==> src/rtl/rr_pkg.sv <==
// rr_pkg: shared types and defaults for the rr_grant_indexer slice.
//   state_t      - arbiter FSM states (IDLE, GRANT)
//   DEF_*        - default parameter values for the arbiter
//   cnt_width()  - bit width needed to hold the values 0..max_val
package rr_pkg;

  typedef enum logic {
    IDLE  = 1'b0,
    GRANT = 1'b1
  } state_t;

  localparam int unsigned DEF_IN_WIDTH = 2;
  localparam int unsigned DEF_N_REQ    = 4;
  localparam int unsigned DEF_MAX_HOLD = 15;

  function automatic int unsigned cnt_width(input int unsigned max_val);
    return (max_val < 1) ? 1 : $clog2(max_val + 1);
  endfunction

endpackage

==> src/rtl/rr_pick.sv <==
// rr_pick: purely combinational rotating priority encoder.
// Ports:
//   req       [N_REQ]    request lines
//   start     [IN_WIDTH] index searched first; the search wraps from N_REQ-1 to 0
//   excl      [N_REQ]    requesters to skip during this search
//   winner    [IN_WIDTH] first requester found ('0 when none)
//   any_valid            a winner was found
// N_REQ must equal 2**IN_WIDTH, so index arithmetic wraps naturally.
module rr_pick
  import rr_pkg::*;
#(
  parameter int unsigned IN_WIDTH = DEF_IN_WIDTH,
  parameter int unsigned N_REQ    = DEF_N_REQ
) (
  input  logic [N_REQ-1:0]    req,
  input  logic [IN_WIDTH-1:0] start,
  input  logic [N_REQ-1:0]    excl,
  output logic [IN_WIDTH-1:0] winner,
  output logic                any_valid
);

  logic [IN_WIDTH-1:0] cand;

  always_comb begin
    winner    = '0;
    any_valid = 1'b0;
    cand      = '0;
    for (int unsigned i = 0; i < N_REQ; i++) begin
      cand = start + IN_WIDTH'(i);
      if (!any_valid && req[cand] && !excl[cand]) begin
        winner    = cand;
        any_valid = 1'b1;
      end
    end
  end

endmodule

==> src/rtl/rr_grant_indexer.sv <==
// rr_grant_indexer: round-robin arbiter presenting the winner as a registered
// binary index plus valid strobe (select/enable of a downstream one-hot decoder).
// Ports:
//   clk            rising-edge clock
//   rst_n          asynchronous active-low reset
//   req   [N_REQ]  request levels
//   owner_release  current owner ends its grant (ignored in IDLE); named this
//                  way because "release" is a reserved word in SystemVerilog
//   grant_idx      registered index of the current owner
//   grant_valid    registered, high while a grant is held
//   timeout        one-cycle pulse on a forced release
// Optional feature macro: RR_TIMEOUT_EN bounds each grant to MAX_HOLD+1 cycles;
// without it timeout is tied 0 and grants are unbounded.
module rr_grant_indexer
  import rr_pkg::*;
#(
  parameter int unsigned IN_WIDTH = DEF_IN_WIDTH,
  parameter int unsigned N_REQ    = DEF_N_REQ,
  parameter int unsigned MAX_HOLD = DEF_MAX_HOLD
) (
  input  logic                clk,
  input  logic                rst_n,
  input  logic [N_REQ-1:0]    req,
  input  logic                owner_release,
  output logic [IN_WIDTH-1:0] grant_idx,
  output logic                grant_valid,
  output logic                timeout
);

  if (N_REQ != (1 << IN_WIDTH)) begin : g_bad_n_req
    $error("rr_grant_indexer: N_REQ must equal 2**IN_WIDTH");
  end
  if (MAX_HOLD == 0) begin : g_bad_max_hold
    $error("rr_grant_indexer: MAX_HOLD must be at least 1");
  end

  state_t              state, state_nx;
  logic [IN_WIDTH-1:0] last, last_nx, idx_nx, start, pick_idx;
  logic [N_REQ-1:0]    excl;
  logic                pick_any, owner_req, forced, end_cond, take, new_grant;

  assign start     = last + IN_WIDTH'(1);
  assign owner_req = req[grant_idx];
  // The departing owner is skipped; if nobody else wants the grant and the
  // owner still requests, it is regranted through the fallback in 'take'.
  assign excl      = (state == GRANT) ? (N_REQ'(1) << grant_idx) : '0;
  assign end_cond  = owner_release | ~owner_req | forced;
  assign take      = pick_any | owner_req;

  rr_pick #(
    .IN_WIDTH (IN_WIDTH),
    .N_REQ    (N_REQ)
  ) u_pick (
    .req       (req),
    .start     (start),
    .excl      (excl),
    .winner    (pick_idx),
    .any_valid (pick_any)
  );

`ifdef RR_TIMEOUT_EN
  localparam int unsigned CW = cnt_width(MAX_HOLD);
  logic [CW-1:0] hold_cnt;

  assign forced = (state == GRANT) && (hold_cnt == CW'(MAX_HOLD)) && !owner_release;

  always_ff @(posedge clk or negedge rst_n) begin
    if (!rst_n) begin
      hold_cnt <= '0;
      timeout  <= 1'b0;
    end else begin
      timeout <= forced;
      if (new_grant) hold_cnt <= '0;
      else if (state_nx == GRANT) hold_cnt <= hold_cnt + CW'(1);
    end
  end
`else
  assign forced  = 1'b0;
  assign timeout = 1'b0;
`endif

  always_ff @(posedge clk or negedge rst_n) begin
    if (!rst_n) state <= IDLE;
    else        state <= state_nx;
  end

  always_comb begin
    state_nx = state;
    unique case (state)
      IDLE:    if (pick_any) state_nx = GRANT;
      GRANT:   if (end_cond && !take) state_nx = IDLE;
      default: state_nx = IDLE;
    endcase
  end

  always_comb begin
    idx_nx    = grant_idx;
    last_nx   = last;
    new_grant = 1'b0;
    unique case (state)
      IDLE: begin
        if (pick_any) begin
          idx_nx    = pick_idx;
          last_nx   = pick_idx;
          new_grant = 1'b1;
        end
      end
      GRANT: begin
        if (end_cond && take) begin
          idx_nx    = pick_any ? pick_idx : grant_idx;
          last_nx   = idx_nx;
          new_grant = 1'b1;
        end
      end
      default: ;
    endcase
  end

  always_ff @(posedge clk or negedge rst_n) begin
    if (!rst_n) begin
      grant_idx   <= '0;
      grant_valid <= 1'b0;
      last        <= IN_WIDTH'(N_REQ - 1);
    end else begin
      grant_idx   <= idx_nx;
      grant_valid <= (state_nx == GRANT);
      last        <= last_nx;
    end
  end

endmodule

==> config.mk <==
export PLATFORM = sky130hd
export DESIGN_NAME = rr_grant_indexer
export DESIGN_NICKNAME = d
export VERILOG_FILES = /design/src/rtl/rr_pkg.sv /design/src/rtl/rr_pick.sv /design/src/rtl/rr_grant_indexer.sv
export SDC_FILE = /design/constraint.sdc
export NUM_CORES = 1
export LEC_CHECK = 0
export CORE_AREA = 4 4 41 43
export CTS_CLUSTER_SIZE = 28
export DETAILED_ROUTE_END_ITERATION = 7
export DIE_AREA = 0 0 45 47
export SKIP_LAST_GASP = 1
export SLEW_MARGIN = 0
export SYNTH_ARGS = -nofsm -noshare
export SYNTH_HDL_FRONTEND = slang
export SYNTH_HIERARCHICAL = 1
export SYNTH_SLANG_ARGS = --single-unit
==> constraint.sdc <==
create_clock -name clk -period 1.85 [get_ports clk]
set_clock_uncertainty 0.05 [all_clocks]
set_input_delay 0.4625 -clock clk [delete_from_list [all_inputs] [get_ports clk]]
set_output_delay 0.4625 -clock clk [all_outputs]
set_load 0.01 [all_outputs]
==> results of run 1 <==
cell type report:
| class | count | area [um2] | share of cell area |
|---|---|---|---|
| Multi-Input combinational cell | 38 | 295 | 0.464 |
| Inverter | 3 | 11.3 | 0.0177 |
| Sequential cell | 5 | 128 | 0.200 |
| Clock buffer | 4 | 26.3 | 0.0413 |
| Tap cell | 15 | 18.8 | 0.0295 |
| Timing Repair Buffer | 18 | 158 | 0.248 |
worst reg2reg max path: stages, from the launching register on:
cell	delay (ns)
dfrtp_1	0.36
nand2b_1	0.18
nor2_1	0.09
nand2b_1	0.13
nor2b_4	0.16
nand3_2	0.10
nand2b_4	0.16
nand2_1	0.05
o21ai_0	0.07
mux2_1	0.28
where the power goes:
part | total [uW] | leakage (uW) | internal, uW | switching, uW
logic | 748 | 0.000224 | 410 | 338
clock network | 122 | 0.0000150 | 81.3 | 40.6
registers | 221 | 0.0000543 | 182 | 39.2
total | 1090 | 0.000293 | 673 | 418
path summary, 6_finish.rpt:
check                              from            to  slack (ns)
max reg2reg                grant_idx[0]       last[1]        0.14
max                              req[0]  grant_idx[0]        0.06
min in group clk                last[0]       last[0]        0.49
min reg2reg                     last[0]       last[0]        0.49
max in group asynchronous         rst_n       last[1]        1.11
min                               rst_n  grant_idx[0]        0.39
cell families after synthesis:
family          after synthesis  synth area share
simple gates                 19             0.245
mux                           9             0.233
compound gates                8             0.125
flops                         5             0.304
buf+inv                       5            0.0627
xor+xnor                      1            0.0209
other cells                   1           0.00895
flip-flops by register name (all words and copies together) (netlist names):
name / cells
grant_idx: 2
grant_valid: 1
last: 2
metrics by stage:
step / setup slack, ns / std cells / setup TNS (ns) / power, uW
2_1_floorplan: 0.0444 / 48 / 0 / 681
4_1_cts: 0.0269 / 82 / 0 / 1040
5_1_grt: -0.00377 / 83 / -0.00377 / 1190
3_5_place_dp: -0.260 / 78 / -0.886 / 905
6_report: 0.0600 / 83 / 0 / 1090
3_3_place_gp: -0.244 / 78 / -0.799 / 895
cells in the final DEF, fill, tap and decap left out, types with 2 or more instances in the layout:
cell type and instances:
dfstp_2 2, buf_4 9, dfrtp_1 3, nor2b_1 2, inv_1 3, clkbuf_4 3
clkdlybuf4s50_1 9, mux2i_1 5, nand2_1 2, o21ai_1 3, a21oi_1 2, nor2_1 4
nand2b_1 5, mux2_2 2
repair_timing:
item / 4_1_cts / 5_1_grt
resized for setup: 1 / 6
pin swaps: 1 / 1
buffers inserted: 0 / 1
setup endpoints to repair: 1 / 3
per-layer routing:
layer	up-vias	wire length (um)
li1	197	-
met1	179	393
met2	12	418
met3	2	46
met4	0	14
met5	-	0
==> run metrics, run 1 <==
crit path capture type register; # diodes 0; Final Util 0.489; Mapped Nets 55; RePlAce Congestion 0.721; vias in the first global route 373; Final Instance Area 637 um2; pin count of the biggest net entering global routing 6; post-synth top area share 0.179; status finished, final reports clean; fin crit period 1.79 ns; vias per inst 4.70; Post-DRT Antenna Nets 0; final setup vio count 0; Pre-antenna DRT Iters 4; Tightest Hold Check Type primary input to asynchronous set/reset pin; CP cell instances clkdlybuf4s50_1 -> mux2i_1 -> o22a_2 -> o21ai_1 -> mux2_2; global route overflow 0; Ports 11; CTS Buffer Depth 2; CP Depth 5; placed cell area 573 um2; CTS tree yes; clk root buf clkbuf_4; fill count 142; Startpoint Class primary input; share of layout cells above drive strength 1 0.353; Buf/Inv on CP 1; H-tree Lvls 1; max-cap viol count 0; Area Growth Syn to Fin 51.9%; CP required 1.92 ns; PwrDens 1710 nW/um2; M2 GR Usage 0.138; Main synth FF type dfrtp_1; Synth area leaders dfrtp_1, dfstp_2, mux2i_1; Tcrit/Tclk final 0.968; Rows 13; layout net count 76; Mapped Cells 48; Post-synth top cells nand2b_1, mux2i_1, nor2_1, nor2b_1; clock slew at reported path FFs 0.04 ns; maximum vdd drop 0.000821 V; clk_lat worst skew 0.24 ns; Initial Utilization 0.322; met3 Usage GRT 0.0307; core area 1300 um2; Die H 47 um; critical path's largest stage delay 0.50 ns; critical path peak fanout 3; count of final max-slew check failures 0; # clock sinks 5; die area 2120 um2; DRC viols 0; WS Path Type primary input to register; fmax 559 MHz; area leader, netlist dfrtp_1; Post-synth EDFFs 0; first-pass GRT wire length 1420 um; most frequent cell after synthesis nand2b_1; Most Crowded Layer GR met2; CP delay by family, top buffers and inverters; asr flop ratio synth 1.00; hpwl dp 745 um; final hold slack 0.393 ns; CTS buffer count 3; Hold Fails Final Rpt 0; synthesized flop and latch total 5; DR vias 390; Ys Warns 6; initial antenna violation count 0; Die Width 45 um; WL final 872 um; Total GRT Usage 0.0959; Seq/Total Area, Yosys 0.304; Arr. time, crit path 1.86 ns; P_leak 0.000293 uW; Reg2Reg Depth 9; detailed router's first-iteration violation count 3; wire per inst 10.5 um; syn_area_per_cell 8.73 um2; Netlist Area Pre-Place 419 um2; CTS Hold Bufs 0; post-synth cell types 22; met1 usage 0.110; Port-buffer cells 9; slowest CP cell clkdlybuf4s50_1
(Power assumes the default switching activity.)
==> run 2, diff against run 1 <==
MAX_ROUTING_LAYER = met4   (was default)
==> run 2 against run 1 <==
Effect of this change:
- cell count unchanged
- clock-buffer cell count is the same
- critical path type unchanged
- worst setup slack improved by 0.0036 ns
- first-iteration DRC count is 33% lower
- worst hold slack worse by 0.0015 ns
- via count down 0.51%
- sequential share of layout area unchanged
- global-route usage increased by 0.31 points
==> run metrics, run 2 (synthesized netlist as in run 1, its figures left out) <==
status finished, final reports clean; Initial Utilization 0.322; maximum vdd drop 0.000820 V; crit path capture type register; Ports 11; CTS Hold Bufs 0; DRC viols 0; first-pass GRT wire length 1420 um; P_sw 417 uW; clk root buf clkbuf_4; # diodes 0; clk_lat worst skew 0.24 ns; Hold Fails Final Rpt 0; share of layout cells above drive strength 1 0.353; Largest regs grant_idx (2), last (2), grant_valid (1); Fin Setup TNS 0 ns; PwrDens 1710 nW/um2; Pre-antenna DRT Iters 3; final hold slack 0.392 ns; initial antenna violation count 0; Rows 13; Die Width 45 um; CP required 1.92 ns; worst r2r src grant_idx[0]; Clk pwr share 0.112; final setup vio count 0; DR vias 388; Worst Setup SP req[0]; Flop pwr share 0.203; fin crit period 1.79 ns; Post-DRT Antenna Nets 0; Layout Cells excl Fill 83; fmax 560 MHz; Tightest Hold Check Type primary input to asynchronous set/reset pin; # clock sinks 5; Port-buffer cells 9; core area 1300 um2; Total GRT Usage 0.0990; hpwl dp 745 um; Final Util 0.489; critical path peak fanout 3; global route overflow 0; Arr. time, crit path 1.86 ns; vias per inst 4.67; P_leak 0.000293 uW; count of final max-slew check failures 0; Comb power frac 0.685; CTS tree yes; H-tree Lvls 1; Startpoint Class primary input; critical path's largest stage delay 0.50 ns; reg-to-reg slack, setup 0.14 ns; wire per inst 10.4 um; Net Sw Frac 0.383; DP Cell Count 78; Die H 47 um; CTS buffer count 3; die area 2120 um2; Area Growth Syn to Fin 51.9%; vias in the first global route 372; WS Path Type primary input to register; fill count 142; CP cell instances clkdlybuf4s50_1 -> mux2i_1 -> o22a_2 -> o21ai_1 -> mux2_2; most frequent cells in the layout clkdlybuf4s50_1, buf_4, nand2b_1, mux2i_1, nor2_1; layout net count 76; WL final 866 um; Tcrit/Tclk final 0.966; CTS Buffer Depth 2; clock slew at reported path FFs 0.04 ns; RePlAce Congestion 0.729; max-cap viol count 0; Pint 673 uW; slowest CP cell clkdlybuf4s50_1; detailed router's first-iteration violation count 2; pin count of the biggest net entering global routing 6
## run 2: cell counts in the layout (fill, tap and decap cells not counted)
Identical to the previous run, type by type.
## run 2: critical path, delay by kind of cell
kind / cells / cell delay [ns]
AOI/OAI and AO/OA: 2 / 0.45
buffers and inverters: 1 / 0.50
muxes: 2 / 0.45
## run 2: power groups by stage
stage               Sequential (uW)  Combinational, uW  Clock, uW
floorplan                       227                454          0
global placement                213                682          0
detailed placement              215                691          0
CTS                             213                696        129
global route                    230                828        136
finish                          221                747        122
## run 2: stage by stage
stage	worst slack [ns]	cell area [um2]	power [uW]
floorplan	0.0444	419	681
global placement	-0.244	573	895
detailed placement	-0.260	573	905
CTS	0.0269	602	1040
global route	-0.00378	637	1190
finish	0.0636	637	1090
## run 2: timing repair
| item | 4_1_cts | 5_1_grt |
|---|---|---|
| pin swaps | 1 | 1 |
| buffers inserted | 0 | 1 |
| gates resized for setup | 1 | 6 |
| setup endpoints to repair | 1 | 3 |
## run 2: worst paths after layout
| check | endpoint | cells past startpoint |
|---|---|---|
| min | grant_idx[0] | 1 |
| max | grant_idx[0] | 5 |
| max reg2reg | last[1] | 9 |
| min reg2reg | last[0] | 2 |
| min in group clk | last[0] | 2 |
| max in group asynchronous | last[0] | 1 |
## run 2: final cells by class
class / instances / area, um2 / area share
Clock buffer: 4 / 26.3 / 0.0413
Tap cell: 15 / 18.8 / 0.0295
Multi-Input combinational cell: 38 / 295 / 0.464
Timing Repair Buffer: 18 / 158 / 0.248
Inverter: 3 / 11.3 / 0.0177
Sequential cell: 5 / 128 / 0.200
## run 2: per-layer routing
| metal | up-vias | wire (um) | part of all wire | GRT usage |
|---|---|---|---|---|
| met5 | - | 0 | 0 | - |
| met4 | 0 | 14 | 0.016 | 0.0936 |
| met3 | 2 | 47 | 0.054 | 0.0307 |
| met2 | 12 | 415 | 0.48 | 0.138 |
| met1 | 177 | 389 | 0.45 | 0.110 |
| li1 | 197 | - | - | - |
